File: config.mk
export PLATFORM = sky130hd
export DESIGN_NAME = prp_list_builder
export DESIGN_NICKNAME = d
export VERILOG_FILES = /design/src/rtl/nvme_prp_pkg.sv /design/src/rtl/prp_slot_alloc.sv /design/src/rtl/prp_list_builder.sv
export SDC_FILE = /design/constraint.sdc
export NUM_CORES = 1
export LEC_CHECK = 0
export CAP_MARGIN = 20
export CELL_PAD_IN_SITES_DETAIL_PLACEMENT = 1
export CELL_PAD_IN_SITES_GLOBAL_PLACEMENT = 1
export CORE_MARGIN = 2
export CORE_UTILIZATION = 34
export DETAILED_ROUTE_END_ITERATION = 6
export PLACE_DENSITY_LB_ADDON = 0.1
export SLEW_MARGIN = 40
export SYNTH_ARGS = -nofsm -noshare
export SYNTH_HDL_FRONTEND = slang
export SYNTH_HIERARCHICAL = 1
export SYNTH_SLANG_ARGS = --single-unit
export TNS_END_PERCENT = 20
File: constraint.sdc
create_clock -name aclk -period 3.4 [get_ports aclk]
set_input_delay 0.68 -clock aclk [delete_from_list [all_inputs] [get_ports aclk]]
set_output_delay 0.68 -clock aclk [all_outputs]
set_load 0.02 [all_outputs]
File: src/rtl/nvme_prp_pkg.sv
// Shared types and derived-size helpers for the PRP list builder.
package nvme_prp_pkg;

  localparam int unsigned PRP_W      = 64;
  localparam int unsigned SLOT_MAX_W = 4;

  typedef enum logic [1:0] {
    IDLE = 2'd0,
    FILL = 2'd1,
    DESC = 2'd2
  } prp_state_e;

  typedef struct packed {
    logic [PRP_W-1:0]      prp1;
    logic [PRP_W-1:0]      prp2;
    logic [SLOT_MAX_W-1:0] slot;
  } prp_desc_t;

  // Pages per block minus the one carried directly in PRP1.
  function automatic int prp_entries(input int unsigned block_exp, input int unsigned page_exp);
    return int'((64'(1) << block_exp) >> page_exp) - 1;
  endfunction

  function automatic int unsigned prp_slot_w(input int unsigned slots);
    return (slots <= 1) ? 1 : $clog2(slots);
  endfunction

  // 8-byte entries per page.
  function automatic int unsigned prp_idx_w(input int unsigned page_exp);
    return page_exp - 3;
  endfunction

endpackage

File: src/rtl/prp_slot_alloc.sv
// PRP list slot bitmap: lowest-free allocation, release, bad-release flag.
module prp_slot_alloc
  import nvme_prp_pkg::*;
#(
  parameter int unsigned LIST_SLOTS = 4,
  parameter int unsigned SLOT_W     = 2
) (
  input  logic              aclk,
  input  logic              aresetn,
  input  logic              alloc_en,
  output logic [SLOT_W-1:0] alloc_id_c,
  output logic              free_any_c,
  input  logic              slot_free,
  input  logic [SLOT_W-1:0] slot_free_id,
  output logic              err_free
);

  logic [LIST_SLOTS-1:0] busy_q;
  logic [LIST_SLOTS-1:0] alloc_mask;
  logic [LIST_SLOTS-1:0] rel_mask;
  logic                  rel_busy;

  // Priority encoder: scan downwards so the lowest free slot wins.
  always_comb begin
    alloc_id_c = '0;
    free_any_c = ~&busy_q;
    for (int i = LIST_SLOTS - 1; i >= 0; i--) begin
      if (!busy_q[i]) alloc_id_c = SLOT_W'(i);
    end
  end

  // Release and allocation masks; release of an idle slot is ignored.
  always_comb begin
    rel_busy   = slot_free && busy_q[slot_free_id];
    rel_mask   = rel_busy ? (LIST_SLOTS'(1) << slot_free_id) : '0;
    alloc_mask = alloc_en ? (LIST_SLOTS'(1) << alloc_id_c) : '0;
  end

  // Bitmap update and sticky bad-release flag.
  always_ff @(posedge aclk) begin
    if (!aresetn) begin
      busy_q   <= '0;
      err_free <= 1'b0;
    end else begin
      busy_q <= (busy_q & ~rel_mask) | alloc_mask;
      if (slot_free && !busy_q[slot_free_id]) err_free <= 1'b1;
    end
  end

endmodule

File: src/rtl/prp_list_builder.sv
// Pops PRP entries for pages 2..N of a block into a list slot and emits a command descriptor.
module prp_list_builder
  import nvme_prp_pkg::*;
#(
  parameter int unsigned DATA_WIDTH        = 64,
  parameter int unsigned BLOCK_SIZE_EXP    = 16,
  parameter int unsigned DDR_PAGE_SIZE_EXP = 12,
  parameter int unsigned LIST_SLOTS        = 4,
  parameter logic [63:0] PRP_LIST_BASE     = 64'h10_0800_0000,
  localparam int unsigned SLOT_W           = prp_slot_w(LIST_SLOTS),
  localparam int unsigned IDX_W            = prp_idx_w(DDR_PAGE_SIZE_EXP)
) (
  input  logic                    aclk,
  input  logic                    aresetn,
  input  logic                    req_valid,
  output logic                    req_ready,
  input  logic [63:0]             req_prp1,
  input  logic                    fifo_empty,
  output logic                    fifo_pop,
  input  logic [DATA_WIDTH-1:0]   data_from_fifo,
  output logic                    list_wr_en,
  output logic [SLOT_W+IDX_W-1:0] list_wr_addr,
  output logic [63:0]             list_wr_data,
  output logic                    desc_valid,
  input  logic                    desc_ready,
  output logic [63:0]             desc_prp1,
  output logic [63:0]             desc_prp2,
  output logic [SLOT_W-1:0]       desc_slot,
  input  logic                    slot_free,
  input  logic [SLOT_W-1:0]       slot_free_id,
  output logic                    err_unaligned,
  output logic                    err_free
);

  localparam int                ENTRIES  = prp_entries(BLOCK_SIZE_EXP, DDR_PAGE_SIZE_EXP);
  localparam int unsigned       OFF_W    = DDR_PAGE_SIZE_EXP;
  localparam bit                SINGLE   = (ENTRIES == 1);
  localparam logic [IDX_W-1:0]  LAST_IDX = IDX_W'(ENTRIES - 1);

  // Reject block/page ratios that leave no list entries or overflow one page.
  if (ENTRIES < 1 || ENTRIES > (1 << IDX_W)) begin : g_cfg_err
    $error("prp_list_builder: ENTRIES out of range for page size");
  end

  prp_state_e        state, state_nxt;
  logic [63:0]       prp1_q;
  logic [SLOT_W-1:0] slot_q;
  logic [IDX_W-1:0]  idx_q;
  prp_desc_t         desc_q;
  logic [SLOT_W-1:0] alloc_id;
  logic              free_any;
  logic              accept;
  logic              last_pop;
  logic              desc_hs;
  logic [63:0]       list_prp2;
  logic              slot_pad_unused;

  prp_slot_alloc #(
    .LIST_SLOTS (LIST_SLOTS),
    .SLOT_W     (SLOT_W)
  ) u_slot_alloc (
    .aclk         (aclk),
    .aresetn      (aresetn),
    .alloc_en     (accept),
    .alloc_id_c   (alloc_id),
    .free_any_c   (free_any),
    .slot_free    (slot_free),
    .slot_free_id (slot_free_id),
    .err_free     (err_free)
  );

  assign accept    = req_valid && req_ready;
  assign last_pop  = fifo_pop && (idx_q == LAST_IDX);
  assign desc_hs   = (state == DESC) && desc_ready;
  assign list_prp2 = PRP_LIST_BASE + (64'(slot_q) << DDR_PAGE_SIZE_EXP);

  assign desc_prp1 = desc_q.prp1;
  assign desc_prp2 = desc_q.prp2;
  assign desc_slot = desc_q.slot[SLOT_W-1:0];
  // Slot field is zero-extended to the widest supported slot id.
  assign slot_pad_unused = |desc_q.slot;

  // State register.
  always_ff @(posedge aclk) begin
    if (!aresetn) state <= IDLE;
    else          state <= state_nxt;
  end

  // Next state plus the handshake strobes that must respond within the cycle.
  always_comb begin
    state_nxt = state;
    req_ready = 1'b0;
    fifo_pop  = 1'b0;
    unique case (state)
      IDLE: begin
        req_ready = free_any;
        if (req_valid && free_any) state_nxt = FILL;
      end
      FILL: begin
        fifo_pop = !fifo_empty;
        if (!fifo_empty && (idx_q == LAST_IDX)) state_nxt = DESC;
      end
      DESC: begin
        if (desc_ready) state_nxt = IDLE;
      end
      default: state_nxt = IDLE;
    endcase
  end

  // Command context, list writes, descriptor and alignment flag.
  always_ff @(posedge aclk) begin
    if (!aresetn) begin
      prp1_q        <= '0;
      slot_q        <= '0;
      idx_q         <= '0;
      list_wr_en    <= 1'b0;
      list_wr_addr  <= '0;
      list_wr_data  <= '0;
      desc_valid    <= 1'b0;
      desc_q        <= '0;
      err_unaligned <= 1'b0;
    end else begin
      list_wr_en <= fifo_pop && !SINGLE;
      if (accept) begin
        prp1_q <= req_prp1;
        slot_q <= alloc_id;
        idx_q  <= '0;
      end
      if (fifo_pop) begin
        idx_q <= idx_q + IDX_W'(1);
        if (!SINGLE) begin
          list_wr_addr <= {slot_q, idx_q};
          list_wr_data <= 64'(data_from_fifo);
        end
        if (data_from_fifo[OFF_W-1:0] != '0) err_unaligned <= 1'b1;
      end
      if (last_pop) begin
        desc_valid  <= 1'b1;
        desc_q.prp1 <= prp1_q;
        desc_q.prp2 <= SINGLE ? 64'(data_from_fifo) : list_prp2;
        desc_q.slot <= SLOT_MAX_W'(slot_q);
      end else if (desc_hs) begin
        desc_valid <= 1'b0;
      end
    end
  end

endmodule

==> Word-level counts from Yosys, hierarchy flattened <==
Cells that the tools add are included.
Widths: inputs -> output; s select.
{ "word_totals": {"wordCells": 63, "in_bits": 136, "regBits": 290, "output_inout_bits": 211} }
{ "op_classes": {"n_lt_le_gt_ge": 1, "bitwise_logic": 3, "add_sub_neg": 2, "n_eq_ne": 6, "n_shift": 2, "n_reduce_logical": 17, "n_mux": 18} }
{ "ops": {"columns": ["operator", "count"], "rows": [
  ["$add 37x14->38 const A", 1],
  ["$mux 9", 2],
  ["$mux 2", 7],
  ["$reduce_bool 12->1", 1],
  ["$add 9x1->9 const B", 1],
  ["$eq 9x4->1 const B", 1],
  ["$mux 4", 2],
  ["$shl 1x2->4 const A", 2],
  ["$logic_and 1x1->1", 7],
  ["$ne 2x2->1 const B", 3],
  ["$pmux 2 s3", 1],
  ["$mux 1", 5],
  ["$and 4x4->4", 1],
  ["$not 4->4", 1],
  ["$or 4x4->4", 1],
  ["$reduce_and 4->1", 1],
  ["$reduce_bool 2->1", 2],
  ["$logic_not 1->1", 3],
  ["$lt 2x3->1 const B", 1],
  ["$reduce_and 3->1", 1],
  ["$bmux 1 s2", 1],
  ["$eq 2x1->1 const B", 1],
  ["$eq 2x2->1 const B", 1],
  ["$logic_not 2->1", 1],
  ["$reduce_and 2->1", 1]
]} }

==> Depth between registers and ports, before layout <==
{ "depth": {"ltp_word": 7, "mapped_depth": 8} }

==> By module <==
The synthesis kept the hierarchy.
{ "by_module_without_submodules": {"columns": ["mod", "seq_area_each_um2", "cells_each", "area_each_um2", "instances"], "rows": [
  ["prp_list_builder", 4444.3, 1046, 8592.0, 1],
  ["prp_slot_alloc", 100.1, 31, 286.5, 1]
]} }

==> Least setup slack after synthesis <==
No wires, ideal clock.
{ "synth_timing": {"path_kind": "input to output", "start": "in fifo_empty", "end": "out fifo_pop", "t_arrival_ps": 1647, "required_ps": 2720, "n_path_buf": 2, "path_slack_ps": 1073, "cell_stages": 4, "path_cell_list": "or3b_1 -> clkbuf_1 -> inv_2 -> clkbuf_1"} }
{ "synth_between": {"elab_chain_len": 2} }
{ "synth_rtl": {"columns": ["element", "line_no", "text"], "rows": [
  ["start, declared", "prp_list_builder.sv:18", "input logic fifo_empty,"],
  ["$logic_not 1->1", "prp_list_builder.sv:100", "fifo_pop = !fifo_empty;"],
  ["$mux 1", "prp_list_builder.sv:94", "unique case (state)"],
  ["end, declared", "prp_list_builder.sv:19", "output logic fifo_pop,"]
]} }
Every way passes these cells.

==> Worst setup path in the final report <==
Ends and elaborated chain as after synthesis.

==> results_dict.tcl <==
set metrics [dict create \
    outcome "completed" \
    p_int_mw 4.60 \
    grt_setup_unrepaired "false" \
    netSwitchingPower_mw 1.49 \
    worstSetupPathType "in2out" \
    ys_seq_area_share_pct 51.2 \
    power.total_mw 6.09 \
    dieArea_um2 27400 \
    std_cell_rows 59 \
    regArea_um2 4540 \
    slew_headroom_pct 57.5 \
    required_ns 2.72 \
    vias 7835 \
    yosys.cell_types.count 47 \
    coreArea_um2 25800 \
    finalClockSkew_ns 0.00591 \
    drc 0 \
    syn_area_um2 8880 \
    wl_mm 26.5 \
    rrSetupSlack_ns 1.11 \
    drive_gt1_share_pct 4.55 \
    holdBufCountCts 0 \
    drt_iter0_drc 313 \
    pwr-share-clk_pct 43.6 \
    path_clk_slew_ns 0.06 \
    gp_congestion 0.743 \
    area_growth_syn_to_layout_pct 41.3 \
    dieWidth_um 166 \
    layout_min_cycle_time_ns 2.87 \
    cts-htree-levels 1 \
    synthArstFlopShare_pct 0 \
    grt_start_max_net_pins 146 \
    hold_viol_final 0 \
    yosys-top-cells-area "dfxtp_1 (51%), nand2_1 (18%), a21oi_1 (8.4%)" \
    rr_startpoint "idx_q[0]$_SDFFE_PN0P_" \
    finalMaxSlewViolations 0 \
    synth_top_area_share_pct 51.2 \
    powerDensity_nw_per_um2 485 \
    critPathLaunchType "primary input" \
    finalNetCount 1462 \
    synth_top_cell_by_area "dfxtp_1" \
    cts_tree "done" \
    pwr-share-seq_pct 45.9 \
    ir_drop_v 0.000277 \
    ys_warn_count 6 \
    whs_path_depth 2 \
    setup_viol 0 \
    ant_nets 0 \
    start_util_pct 34.4 \
    swShare_pct 24.4 \
    cts_setup_buffers 0 \
    postPlaceCellArea_um2 11700 \
    final_area_um2 12500 \
    maxCapViolCount 0 \
    tns_ns 0 \
    cts_buffer_depth 3 \
    min_path_type "reg2reg" \
    grt_pass1_wl_mm 40.1 \
    grt_use_total_pct 18.2 \
    clk_latency_ns 0.52 \
    numCtsBuffers 26 \
    n_fill_cell 3050 \
    final_util_pct 48.6 \
    reg2reg_depth 6 \
    wl_per_cell_um 15.8 \
    syn_avg_cell_area_um2 8.24 \
    cts_resized 0 \
    crit_arrival_ns 2.19 \
    overflow 0 \
    max_slew.worst_pin.slew_ns 0.638 \
    grt_antenna_before_repair 0 \
    holdWs_ns 0.452 \
    ys.flop_type "dfxtp_1" \
    cts.sinks 227 \
    grt_pass1_vias 7463 \
    dr.pass1.iters 4 \
    avgViaCountPerCell 4.67 \
    io_buffers 286 \
    synthCells 1077 \
    worst_setup_path_end_kind "primary output" \
    synth-seq-cells 227 \
    multi_input_area_um2 3740 \
    max_freq_mhz 349 \
    n_antenna_cell 0 \
    fin_crit_sh_pct 84.3 \
    synth_edf_count 0 \
    critPathMaxFanout 2 \
    root_buffer "clkbuf_16" \
    min_delay_worst_endpoint "list_wr_data[13]$_SDFFE_PN0P_" \
    combinationalPowerShare_pct 10.5 \
    io_pins 347 \
    dp_hpwl_mm 17.2 \
    p_leak_nw 4.41 \
    die_h_um 166 \
    min-delay-start "list_wr_data[13]$_SDFFE_PN0P_" \
    r2r_end "desc_prp1[5]$_SDFFE_PN0P_" \
]
[flip-flops by register name (all words and copies together) (netlist names)]
signal and cells:
u_slot_alloc/err_free 1, state 2, u_slot_alloc/busy_q 4, desc_slot 1
desc_prp1 64, list_wr_data 64, list_wr_addr 11, idx_q 9
desc_valid 1, list_wr_en 1, desc_prp2 2, slot_q 2
prp1_q 64, err_unaligned 1
[metrics by stage]
stage / std cells / setup WS [ns]
6_report: 1677 / 0.533
3_5_place_dp: 1631 / 0.530
4_1_cts: 1677 / 0.526
3_3_place_gp: 1631 / 0.523
2_1_floorplan: 1136 / 1.07
5_1_grt: 1677 / 0.494
[cells in the final DEF, fill, tap and decap left out, types with 2 or more instances in the layout]
| master | instances |
|---|---|
| o21a_1 | 4 |
| nand3_1 | 8 |
| nand4_1 | 3 |
| buf_4 | 7 |
| nor2_1 | 4 |
| ha_1 | 2 |
| a211oi_1 | 2 |
| inv_2 | 2 |
| or3_1 | 3 |
| or4_1 | 3 |
| a31oi_1 | 2 |
| dfxtp_1 | 227 |
| o21ai_0 | 2 |
| nor4_1 | 4 |
| clkbuf_8 | 6 |
| nand2_1 | 422 |
| clkinv_2 | 6 |
| nand3b_1 | 2 |
| conb_1 | 60 |
| clkbuf_1 | 7 |
| a21oi_1 | 149 |
| inv_1 | 5 |
| o311ai_0 | 2 |
| o311a_1 | 2 |
| clkbuf_16 | 27 |
| buf_12 | 4 |
| mux2i_1 | 67 |
| nand2b_1 | 4 |
| clkdlybuf4s50_1 | 285 |
[worst max-delay path by stage]
stage,from,endpoint,slack (ns),cells after the start
2_1_floorplan,fifo_empty,fifo_pop,1.07,4
3_3_place_gp,fifo_empty,fifo_pop,0.52,4
3_5_place_dp,fifo_empty,fifo_pop,0.53,4
4_1_cts,fifo_empty,fifo_pop,0.53,4
5_1_grt,fifo_empty,fifo_pop,0.49,4
6_report,fifo_empty,fifo_pop,0.53,4
[routing by layer]
metal  up-vias  global-route usage, %  wire length, um
met1      3723                   22.9            11400
met3        36                   5.79             2130
met4         0                   4.58              464
met2       207                   30.2            12500
met5         -                      0                0
li1       3869                      -                -
[power groups by stage]
stage               sequential, mW  clock (mW)  combinational, mW
finish                        2.79        2.66              0.639
global route                  2.80        2.85              0.699
CTS                           2.79        2.75              0.648
detailed placement            2.85           0              0.645
global placement              2.85           0              0.639
floorplan                     2.88           0              0.344
[final cells by class]
type / count / share of cell area, %
flip-flops and latches: 227 / 36.2
repair buffers: 297 / 23.9
clock buffers: 40 / 6.25
clock inverters: 6 / 0.239
well taps: 335 / 3.34
inverters: 8 / 0.259
multi-input cells: 764 / 29.8
[critical path: stages]
cell	delay (ns)
clkdlybuf4s50_1	0.41
or3b_4	0.39
inv_2	0.07
clkdlybuf4s50_1	0.63
[cells in the mapped netlist (all sizes together), types with 4 or more instances]
library cell,count
buf,77
a21oi,149
nand3,8
nor2,4
o21a,4
nand2,422
nand2b,4
dfxtp,227
nor4,5
inv,8
clkbuf,60
mux2i,67
[cell families (layout without fill, tap and decap cells)]
logic type | Yosys count | after routing | share of synthesized area [%]
AOI/OAI and AO/OA | 171 | 171 | 10.3
DFF | 227 | 227 | 51.2
buffers and inverters | 145 | 351 | 9.47
muxes | 69 | 69 | 7.93
and+or+nand+nor | 462 | 462 | 20.8
other | 1 | 60 | 0.0422
adders and majority gates | 2 | 2 | 0.282
No activity file was read; power rests on OpenSTA's default activity.
